[src/rtl/ctrl_pkg.sv]
// Shared types, field encodings and select codes for the CR16-subset control unit.
package ctrl_pkg;

    typedef enum logic [3:0] {
        S_FETCH,
        S_DECODE,
        S_EXEC_R,
        S_EXEC_I,
        S_LOAD_RD,
        S_LOAD_WB,
        S_STORE,
        S_JUMP,
        S_BRANCH
    } state_t;

    localparam logic [3:0] OP_RTYPE  = 4'b0000;
    localparam logic [3:0] OP_MEM    = 4'b0100;
    localparam logic [3:0] OP_BCOND  = 4'b1100;

    // ALU function codes: the ext field for R-type, the opcode for immediates
    localparam logic [3:0] FN_AND    = 4'b0001;
    localparam logic [3:0] FN_OR     = 4'b0010;
    localparam logic [3:0] FN_XOR    = 4'b0011;
    localparam logic [3:0] FN_ADD    = 4'b0101;
    localparam logic [3:0] FN_SUB    = 4'b1001;
    localparam logic [3:0] FN_CMP    = 4'b1011;
    localparam logic [3:0] FN_MOV    = 4'b1101;

    localparam logic [3:0] EXT_LOAD  = 4'b0000;
    localparam logic [3:0] EXT_STOR  = 4'b0100;
    localparam logic [3:0] EXT_JCOND = 4'b1100;

    localparam logic [3:0] CC_EQ     = 4'b0000;
    localparam logic [3:0] CC_NE     = 4'b0001;
    localparam logic [3:0] CC_CS     = 4'b0010;
    localparam logic [3:0] CC_CC     = 4'b0011;
    localparam logic [3:0] CC_MI     = 4'b0110;
    localparam logic [3:0] CC_PL     = 4'b0111;
    localparam logic [3:0] CC_UC     = 4'b1110;

    localparam logic [2:0] ALU_ADD   = 3'b000;
    localparam logic [2:0] ALU_SUB   = 3'b001;
    localparam logic [2:0] ALU_AND   = 3'b010;
    localparam logic [2:0] ALU_OR    = 3'b011;
    localparam logic [2:0] ALU_XOR   = 3'b100;

    localparam logic [1:0] WD_IMM    = 2'b00;
    localparam logic [1:0] WD_RSRC   = 2'b01;
    localparam logic [1:0] WD_MEM    = 2'b10;
    localparam logic [1:0] WD_ALU    = 2'b11;

    localparam logic [1:0] ALUB_RSRC = 2'b00;
    localparam logic [1:0] ALUB_IMM  = 2'b01;
    localparam logic [1:0] ALUB_ONE  = 2'b10;
    localparam logic [1:0] ALUB_ZERO = 2'b11;

    localparam logic ALUA_RDEST = 1'b0;
    localparam logic ALUA_PC    = 1'b1;
    localparam logic PC_RSRC    = 1'b0;
    localparam logic PC_ALU     = 1'b1;
    localparam logic MEM_RSRC   = 1'b0;
    localparam logic MEM_PC     = 1'b1;

    typedef struct packed {
        logic       irwrite;
        logic       pcen;
        logic       regwrite;
        logic       memwrite;
        logic       flag_we;
        logic       pc_s;
        logic       mem_s;
        logic [1:0] wd_s;
        logic       alua_s;
        logic [1:0] alub_s;
        logic [2:0] alucont;
        logic       signext_sign;
    } ctrl_out_t;

    // flags is {C,Z,N}; unlisted condition codes are never taken
    function automatic logic cond_true(input logic [3:0] cond, input logic [2:0] flags);
        logic c, z, n;
        {c, z, n} = flags;
        case (cond)
            CC_EQ:   return z;
            CC_NE:   return ~z;
            CC_CS:   return c;
            CC_CC:   return ~c;
            CC_MI:   return n;
            CC_PL:   return ~n;
            CC_UC:   return 1'b1;
            default: return 1'b0;
        endcase
    endfunction

endpackage

[src/rtl/alu_decode.sv]
// Maps an ALU function code to its datapath controls; shared by register and immediate forms.
module alu_decode
    import ctrl_pkg::*;
(
    input  logic [3:0] fn,
    input  logic       is_imm,
    output logic [2:0] alucont,
    output logic       flag_we,
    output logic       signext_sign,
    output logic [1:0] wd_s,
    output logic       regwrite,
    output logic       legal
);

    always_comb begin
        alucont      = ALU_ADD;
        flag_we      = 1'b0;
        signext_sign = 1'b0;
        wd_s         = WD_ALU;
        regwrite     = 1'b1;
        legal        = 1'b1;
        case (fn)
            FN_ADD: begin
                flag_we      = 1'b1;
                signext_sign = 1'b1;
            end
            FN_SUB: begin
                alucont      = ALU_SUB;
                flag_we      = 1'b1;
                signext_sign = 1'b1;
            end
            FN_CMP: begin
                alucont      = ALU_SUB;
                flag_we      = 1'b1;
                signext_sign = 1'b1;
                regwrite     = 1'b0;
            end
            FN_AND: alucont = ALU_AND;
            FN_OR:  alucont = ALU_OR;
            FN_XOR: alucont = ALU_XOR;
            FN_MOV: wd_s    = is_imm ? WD_IMM : WD_RSRC;
            default: begin
                regwrite = 1'b0;
                legal    = 1'b0;
            end
        endcase
    end

endmodule

[src/rtl/ctrl_fsm.sv]
// Multicycle fetch/decode/execute control unit for the CR16-subset CPU.
// Define CTRL_BRANCH_EN to enable the conditional BRANCH and JUMP paths.
module ctrl_fsm
    import ctrl_pkg::*;
#(
    parameter int WIDTH = 16
) (
    input  logic             clk,
    input  logic             reset,
    input  logic [WIDTH-1:0] instr,
    input  logic [2:0]       flags,
    output logic             irwrite,
    output logic             pcen,
    output logic             regwrite,
    output logic             memwrite,
    output logic             flag_we,
    output logic             pc_s,
    output logic             mem_s,
    output logic [1:0]       wd_s,
    output logic             alua_s,
    output logic [1:0]       alub_s,
    output logic [2:0]       alucont,
    output logic             signext_sign
);

    state_t     state_q, state_d;
    ctrl_out_t  out_q, out_d, fetch_out, out_gated;

    logic [3:0] opcode, cond, ext, fn;
    logic       is_imm, take;
    logic [2:0] dec_alucont;
    logic [1:0] dec_wd_s;
    logic       dec_flag_we, dec_signext, dec_regwrite, dec_legal;
    logic       unused_bits;

    assign opcode = instr[15:12];
    assign cond   = instr[11:8];
    assign ext    = instr[7:4];
    assign is_imm = (opcode != OP_RTYPE);
    assign fn     = is_imm ? opcode : ext;

    alu_decode u_alu_decode (
        .fn           (fn),
        .is_imm       (is_imm),
        .alucont      (dec_alucont),
        .flag_we      (dec_flag_we),
        .signext_sign (dec_signext),
        .wd_s         (dec_wd_s),
        .regwrite     (dec_regwrite),
        .legal        (dec_legal)
    );

`ifdef CTRL_BRANCH_EN
    assign take        = cond_true(cond, flags);
    assign unused_bits = ^instr[3:0];
`else
    assign take        = 1'b0;
    assign unused_bits = ^{instr[3:0], flags};
`endif

    always_comb begin
        state_d = S_FETCH;
        case (state_q)
            S_FETCH:   state_d = S_DECODE;
            S_DECODE: begin
                case (opcode)
                    OP_RTYPE: if (dec_legal) state_d = S_EXEC_R;
                    OP_MEM: begin
                        case (ext)
                            EXT_LOAD:  state_d = S_LOAD_RD;
                            EXT_STOR:  state_d = S_STORE;
                            EXT_JCOND: if (take) state_d = S_JUMP;
                            default:   state_d = S_FETCH;
                        endcase
                    end
                    OP_BCOND: if (take) state_d = S_BRANCH;
                    default:  if (dec_legal) state_d = S_EXEC_I;
                endcase
            end
            S_LOAD_RD: state_d = S_LOAD_WB;
            default:   state_d = S_FETCH;
        endcase
    end

    // Outputs are registered against the state being entered, so they line up with it
    always_comb begin
        out_d = '0;
        case (state_d)
            S_FETCH: begin
                out_d.irwrite = 1'b1;
                out_d.mem_s   = MEM_PC;
            end
            S_DECODE: begin
                out_d.pcen    = 1'b1;
                out_d.pc_s    = PC_ALU;
                out_d.alua_s  = ALUA_PC;
                out_d.alub_s  = ALUB_ONE;
                out_d.alucont = ALU_ADD;
            end
            S_EXEC_R, S_EXEC_I: begin
                out_d.alua_s       = ALUA_RDEST;
                out_d.alub_s       = is_imm ? ALUB_IMM : ALUB_RSRC;
                out_d.wd_s         = dec_wd_s;
                out_d.regwrite     = dec_regwrite;
                out_d.flag_we      = dec_flag_we;
                out_d.alucont      = dec_alucont;
                out_d.signext_sign = is_imm & dec_signext;
            end
            S_LOAD_RD: out_d.mem_s = MEM_RSRC;
            S_LOAD_WB: begin
                out_d.wd_s     = WD_MEM;
                out_d.regwrite = 1'b1;
            end
            S_STORE: begin
                out_d.mem_s    = MEM_RSRC;
                out_d.memwrite = 1'b1;
            end
            S_JUMP: begin
                out_d.pc_s = PC_RSRC;
                out_d.pcen = 1'b1;
            end
            S_BRANCH: begin
                out_d.alua_s       = ALUA_PC;
                out_d.alub_s       = ALUB_IMM;
                out_d.signext_sign = 1'b1;
                out_d.alucont      = ALU_ADD;
                out_d.pc_s         = PC_ALU;
                out_d.pcen         = 1'b1;
            end
            default: out_d = '0;
        endcase
    end

    always_comb begin
        fetch_out         = '0;
        fetch_out.irwrite = 1'b1;
        fetch_out.mem_s   = MEM_PC;
    end

    always_ff @(posedge clk) begin
        if (reset) begin
            state_q <= S_FETCH;
            out_q   <= fetch_out;
        end else begin
            state_q <= state_d;
            out_q   <= out_d;
        end
    end

    // Reset blanks every enable and select immediately, not just from the next edge
    assign out_gated = reset ? '0 : out_q;

    assign irwrite      = out_gated.irwrite;
    assign pcen         = out_gated.pcen;
    assign regwrite     = out_gated.regwrite;
    assign memwrite     = out_gated.memwrite;
    assign flag_we      = out_gated.flag_we;
    assign pc_s         = out_gated.pc_s;
    assign mem_s        = out_gated.mem_s;
    assign wd_s         = out_gated.wd_s;
    assign alua_s       = out_gated.alua_s;
    assign alub_s       = out_gated.alub_s;
    assign alucont      = out_gated.alucont;
    assign signext_sign = out_gated.signext_sign;

endmodule

[config.mk]
export PLATFORM = sky130hd
export DESIGN_NAME = ctrl_fsm
export DESIGN_NICKNAME = d
export VERILOG_FILES = /design/src/rtl/ctrl_pkg.sv /design/src/rtl/alu_decode.sv /design/src/rtl/ctrl_fsm.sv
export SDC_FILE = /design/constraint.sdc
export NUM_CORES = 1
export LEC_CHECK = 0
export BUFFER_PORTS_ARGS = -buffer_cell sky130_fd_sc_hd__buf_2
export CAP_MARGIN = 40
export CORE_UTILIZATION = 40
export CTS_CLUSTER_SIZE = 25
export DETAILED_ROUTE_END_ITERATION = 10
export GPL_ROUTABILITY_DRIVEN = 0
export PLACE_DENSITY = 0.68
export SYNTH_ARGS = -nofsm -noshare
export SYNTH_HDL_FRONTEND = slang
export SYNTH_SLANG_ARGS = --single-unit
[constraint.sdc]
create_clock -name clk -period 1.6 [get_ports clk]
set_clock_uncertainty 0.05 [all_clocks]
set_input_delay 0.16 -clock clk [delete_from_list [all_inputs] [get_ports clk]]
set_output_delay 0.16 -clock clk [all_outputs]
set_load 0.005 [all_outputs]
==> metrics.md <==
| Metric | Value |
|---|---|
| Standby leakage power | `0.0005088 uW` |
| Pin count of the biggest net entering global routing | `20` |
| Source of the critical timing path | `state_q[2]` |
| Ant diodes | `0` |
| CTS tree | `done` |
| RR Startpoint | `state_q[2]` |
| PnR worst setup slack | `0.1140 ns` |
| Die outline width | `between 40 and 50 microns` |
| Tcrit/Tclk final | `92.88%` |
| Max transition margin | `73.75%` |
| Critical path capture point type | `register` |
| Worst-skew pair later-pin latency | `0.29 ns` |
| Port buffer count | `25` |
| Floorplan row count | `17` |
| Synth Area in XOR/XNOR | `less than 1%` |
| Path type of the worst min-delay path | `in2reg` |
| Maximum VDD drop | `0.3485 mV` |
| Antenna viol nets, final | `0` |
| Setup-violating endpoint count in the final report | `0` |
| Fraction of the mapped netlist area in compound gates | `16.17%` |
| Worst stage delay on the critical path | `around 0.37 ns` |
| End of the worst hold path | `out_q[12]` |
| Critical Path, Cell by Cell | `nand2b_1 -> a211o_1 -> a211o_1 -> a31oi_1` |
| Dominant cell type by area after synthesis | `sky130_fd_sc_hd__dfxtp_1` |
| Post-CTS Hold Fix Bufs | `0` |
| Core utilization of the finished layout | `53.91%` |
| Filler Cells Inserted | `217` |
| Initial antenna violation count | `0` |
| Highest attainable clock frequency | `672.9 MHz` |
| Core area | `2191 sq um` |
| Drt total wl | `1.833 mm` |
| Cell family contributing the most delay on the critical path | `compound AO/OA/AOI/OAI gates` |
| Top area cells in the synthesized netlist | `sky130_fd_sc_hd__dfxtp_1 (37%), sky130_fd_sc_hd__nor2b_1 (12%), sky130_fd_sc_hd__nor2_1 (4.5%)` |
| Buffers from clock root to sink, at most | `2` |
| CTS buffer count | `3` |
| Fraction of registers with async set or reset after synthesis | `0%` |
| Worst-path cell with the longest stage delay | `sky130_fd_sc_hd__a211o_1` |
| Run status | `complete, no violations` |
| HP Start | `instr[6]` |
| Initial cell density of the core | `between 40% and 50%` |
| DR top layer | `met4` |
| Reg2Reg Capture Point | `out_q[7]` |
| Post-detailed-placement cell area | `1154 sq um` |
| Routed length per instance | `10.91 microns` |
| Signed area change from the synthesized netlist to the final layout | `28.26%` |
| Final-layout setup total negative slack | `0 ns` |
| Most numerous cell on the critical path | `sky130_fd_sc_hd__a211o_1` |
| Distinct cell type count after synthesis | `34` |
| Proportion of synthesized area in mux cells | `1.223%` |
| IO Count | `37` |
| Syn avg cell area | `8.941 sq um` |
| Count of warnings emitted by yosys | `0` |
| Root Buffer Master | `sky130_fd_sc_hd__clkbuf_4` |
| Synth Register Bits | `17` |
| Number of global-route vias before repair | `737` |
| Drc violations | `0` |
| Final hold violation count | `0` |
| Area share of the largest cell type after synthesis | `36.96%` |
| Slew @ Worst Pin | `slightly below 0.4 ns` |
| Post-Synth Adder-Cell Area | `0%` |
| Number of sinks on the clock net | `17` |
| Setup repair bufs after CTS | `0` |
| Setup CP Type | `reg2reg` |
| Net Count, Synth | `around 120` |
| Drt initial violations | `10` |
| Count of TritonRoute iterations in the first routing pass | `4` |
| Worst setup slack before clock tree synthesis | `-0.1328 ns` |
| Cell count after synthesis | `roughly 100` |
| Data arrival time of the worst path | `roughly 1.7 ns` |
| RSZ-0062 raised after global routing | `false` |
| Wire length of the first global-routing pass | `3.125 mm` |
| Clock edge transition at the registers on the reported setup and hold paths | `0.10 ns` |
| Depth of the worst register-to-register path | `4` |
| Slew Limit Fails | `0` |
| Highest net fanout along the worst path | `9` |
| Simple-Gate Fraction of Synth Area | `37.91%` |
| Largest family of logic cells by synthesized area | `simple AND/OR/NAND/NOR gates` |
| Remaining Overflow, GRT | `0` |
| Number of enable-type register cells in the synthesized netlist | `0` |
| Number of buffers and inverters on the critical path | `0` |
| Final critical path time including I/O delays and setup | `1.486 ns` |
| Most common flop cell mapped by yosys | `sky130_fd_sc_hd__dfxtp_1` |
| Maximum capacitance violations | `0` |
| Worst path required time | `1.76 ns` |
| Cell count of the worst hold path | `3` |
| Die Height | `49.98 microns` |
| Detail Route met2 WL | `886 microns` |
| Count of cells resized by post-cts repair | `0` |
| Met3 wire length | `66 microns` |
| H-tree levels | `1` |
| DR vias | `835` |
| Sequential area share after synthesis | `approximately 37%` |
| Total standard cell area after synthesis | `920.9 sq um` |
| Startpoint kind of the worst setup timing path | `register` |
| Die Outline Area | `2498 sq um` |
| Met1 routed wirelength after detailed routing | `847 microns` |
| Tot GR Track Use | `16.53%` |
| Count of nets after finishing | `162` |
| Share of final-layout standard cells stronger than drive strength 1 | `39.29%` |
| Final Instance Area | `1181 sq um` |
| Worst reg2reg setup slack | `0.11 ns` |
| Post-detailed-route via-to-cell ratio | `4.970` |
| Power per cell area | `738.8 nW/um^2` |
| Total half-perimeter wirelength after legalization and detailed placement | `1.449 mm` |
==> layout by cell type (no fill, tap or decap), types with 2 or more instances in the layout <==
master and instances:
sky130_fd_sc_hd__a211o_1 2, sky130_fd_sc_hd__a21oi_1 5, sky130_fd_sc_hd__buf_2 25, sky130_fd_sc_hd__buf_4 18
sky130_fd_sc_hd__clkbuf_4 3, sky130_fd_sc_hd__dfxtp_1 17, sky130_fd_sc_hd__nand2b_1 6, sky130_fd_sc_hd__nor2_1 11
sky130_fd_sc_hd__nor2b_1 17, sky130_fd_sc_hd__nor3_1 3, sky130_fd_sc_hd__nor3_2 2, sky130_fd_sc_hd__nor4_1 6
sky130_fd_sc_hd__nor4b_1 2, sky130_fd_sc_hd__o31ai_1 2, sky130_fd_sc_hd__o32ai_1 2
==> flip-flops by register name (all words and copies together), names as in the netlist <==
register and flops:
state_q 3, out_q 14
==> per-stage QoR <==
stage               hold slack (ns)  std cells  total power (uW)
CTS                          0.1503        168             878.8
global route                 0.1857        168             920.0
detailed placement           0.4738        164             659.9
global placement             0.4568        164             653.8
finish                       0.1475        168             872.7
floorplan                    0.2932        103             580.2
==> routing by layer <==
layer / GRT usage [%] / up-vias
met4: 11.43 / 0
met3: 0.9259 / 3
met5: 0 / -
li1: - / 439
met2: 27.33 / 24
met1: 20.19 / 369
==> worst max-delay path by stage <==
stage,slack [ns],end,depth (start not counted)
after floorplan,0.05,out_q[0],7
after global placement,-0.09,out_q[8],6
after detailed placement,-0.13,out_q[8],6
after CTS,0.11,out_q[0],4
after global routing,0.02,out_q[0],4
final,0.11,out_q[7],4
==> power by group <==
part	internal, uW	leakage [uW]	switching, uW
clock	93.2	0.0000177	130
sequential	446	0.000139	5.23
combinational	99.6	0.000352	98.7
total	639	0.000509	234
==> cells in the mapped netlist, types with 2 or more instances <==
cell / instances
sky130_fd_sc_hd__a211o_1: 2
sky130_fd_sc_hd__a21oi_1: 5
sky130_fd_sc_hd__buf_2: 2
sky130_fd_sc_hd__buf_4: 2
sky130_fd_sc_hd__buf_6: 2
sky130_fd_sc_hd__clkbuf_1: 4
sky130_fd_sc_hd__dfxtp_1: 17
sky130_fd_sc_hd__nand2b_1: 6
sky130_fd_sc_hd__nor2_1: 11
sky130_fd_sc_hd__nor2b_1: 17
sky130_fd_sc_hd__nor3_1: 3
sky130_fd_sc_hd__nor3_2: 2
sky130_fd_sc_hd__nor4_1: 6
sky130_fd_sc_hd__nor4b_1: 2
sky130_fd_sc_hd__o31ai_1: 2
sky130_fd_sc_hd__o32ai_1: 2
==> worst min-delay path: cells and delay by family <==
| family | cells | cell delay (ns) |
|---|---|---|
| AND/OR/NAND/NOR | 2 | 0.17 |
| buffers and inverters | 1 | 0.13 |
==> cell families (layout without fill, tap and decap cells) <==
group           Yosys count  after routing
flops                    17             17
buf+inv                  10             47
compound gates           20             20
mux                       1              1
simple gates             54             54
xor+xnor                  1              1
==> layout make-up <==
type                            count  area (sq um)  share of cell area, %
Sequential cell                    17         340.3                  28.81
Multi-Input combinational cell     76         518.0                  43.86
Timing Repair Buffer               43         260.3                  22.03
Clock inverter                      1         5.005                 0.4237
Clock buffer                        3         22.52                  1.907
Tap cell                           28         35.03                  2.966
Power figures use the tool's default switching activity.
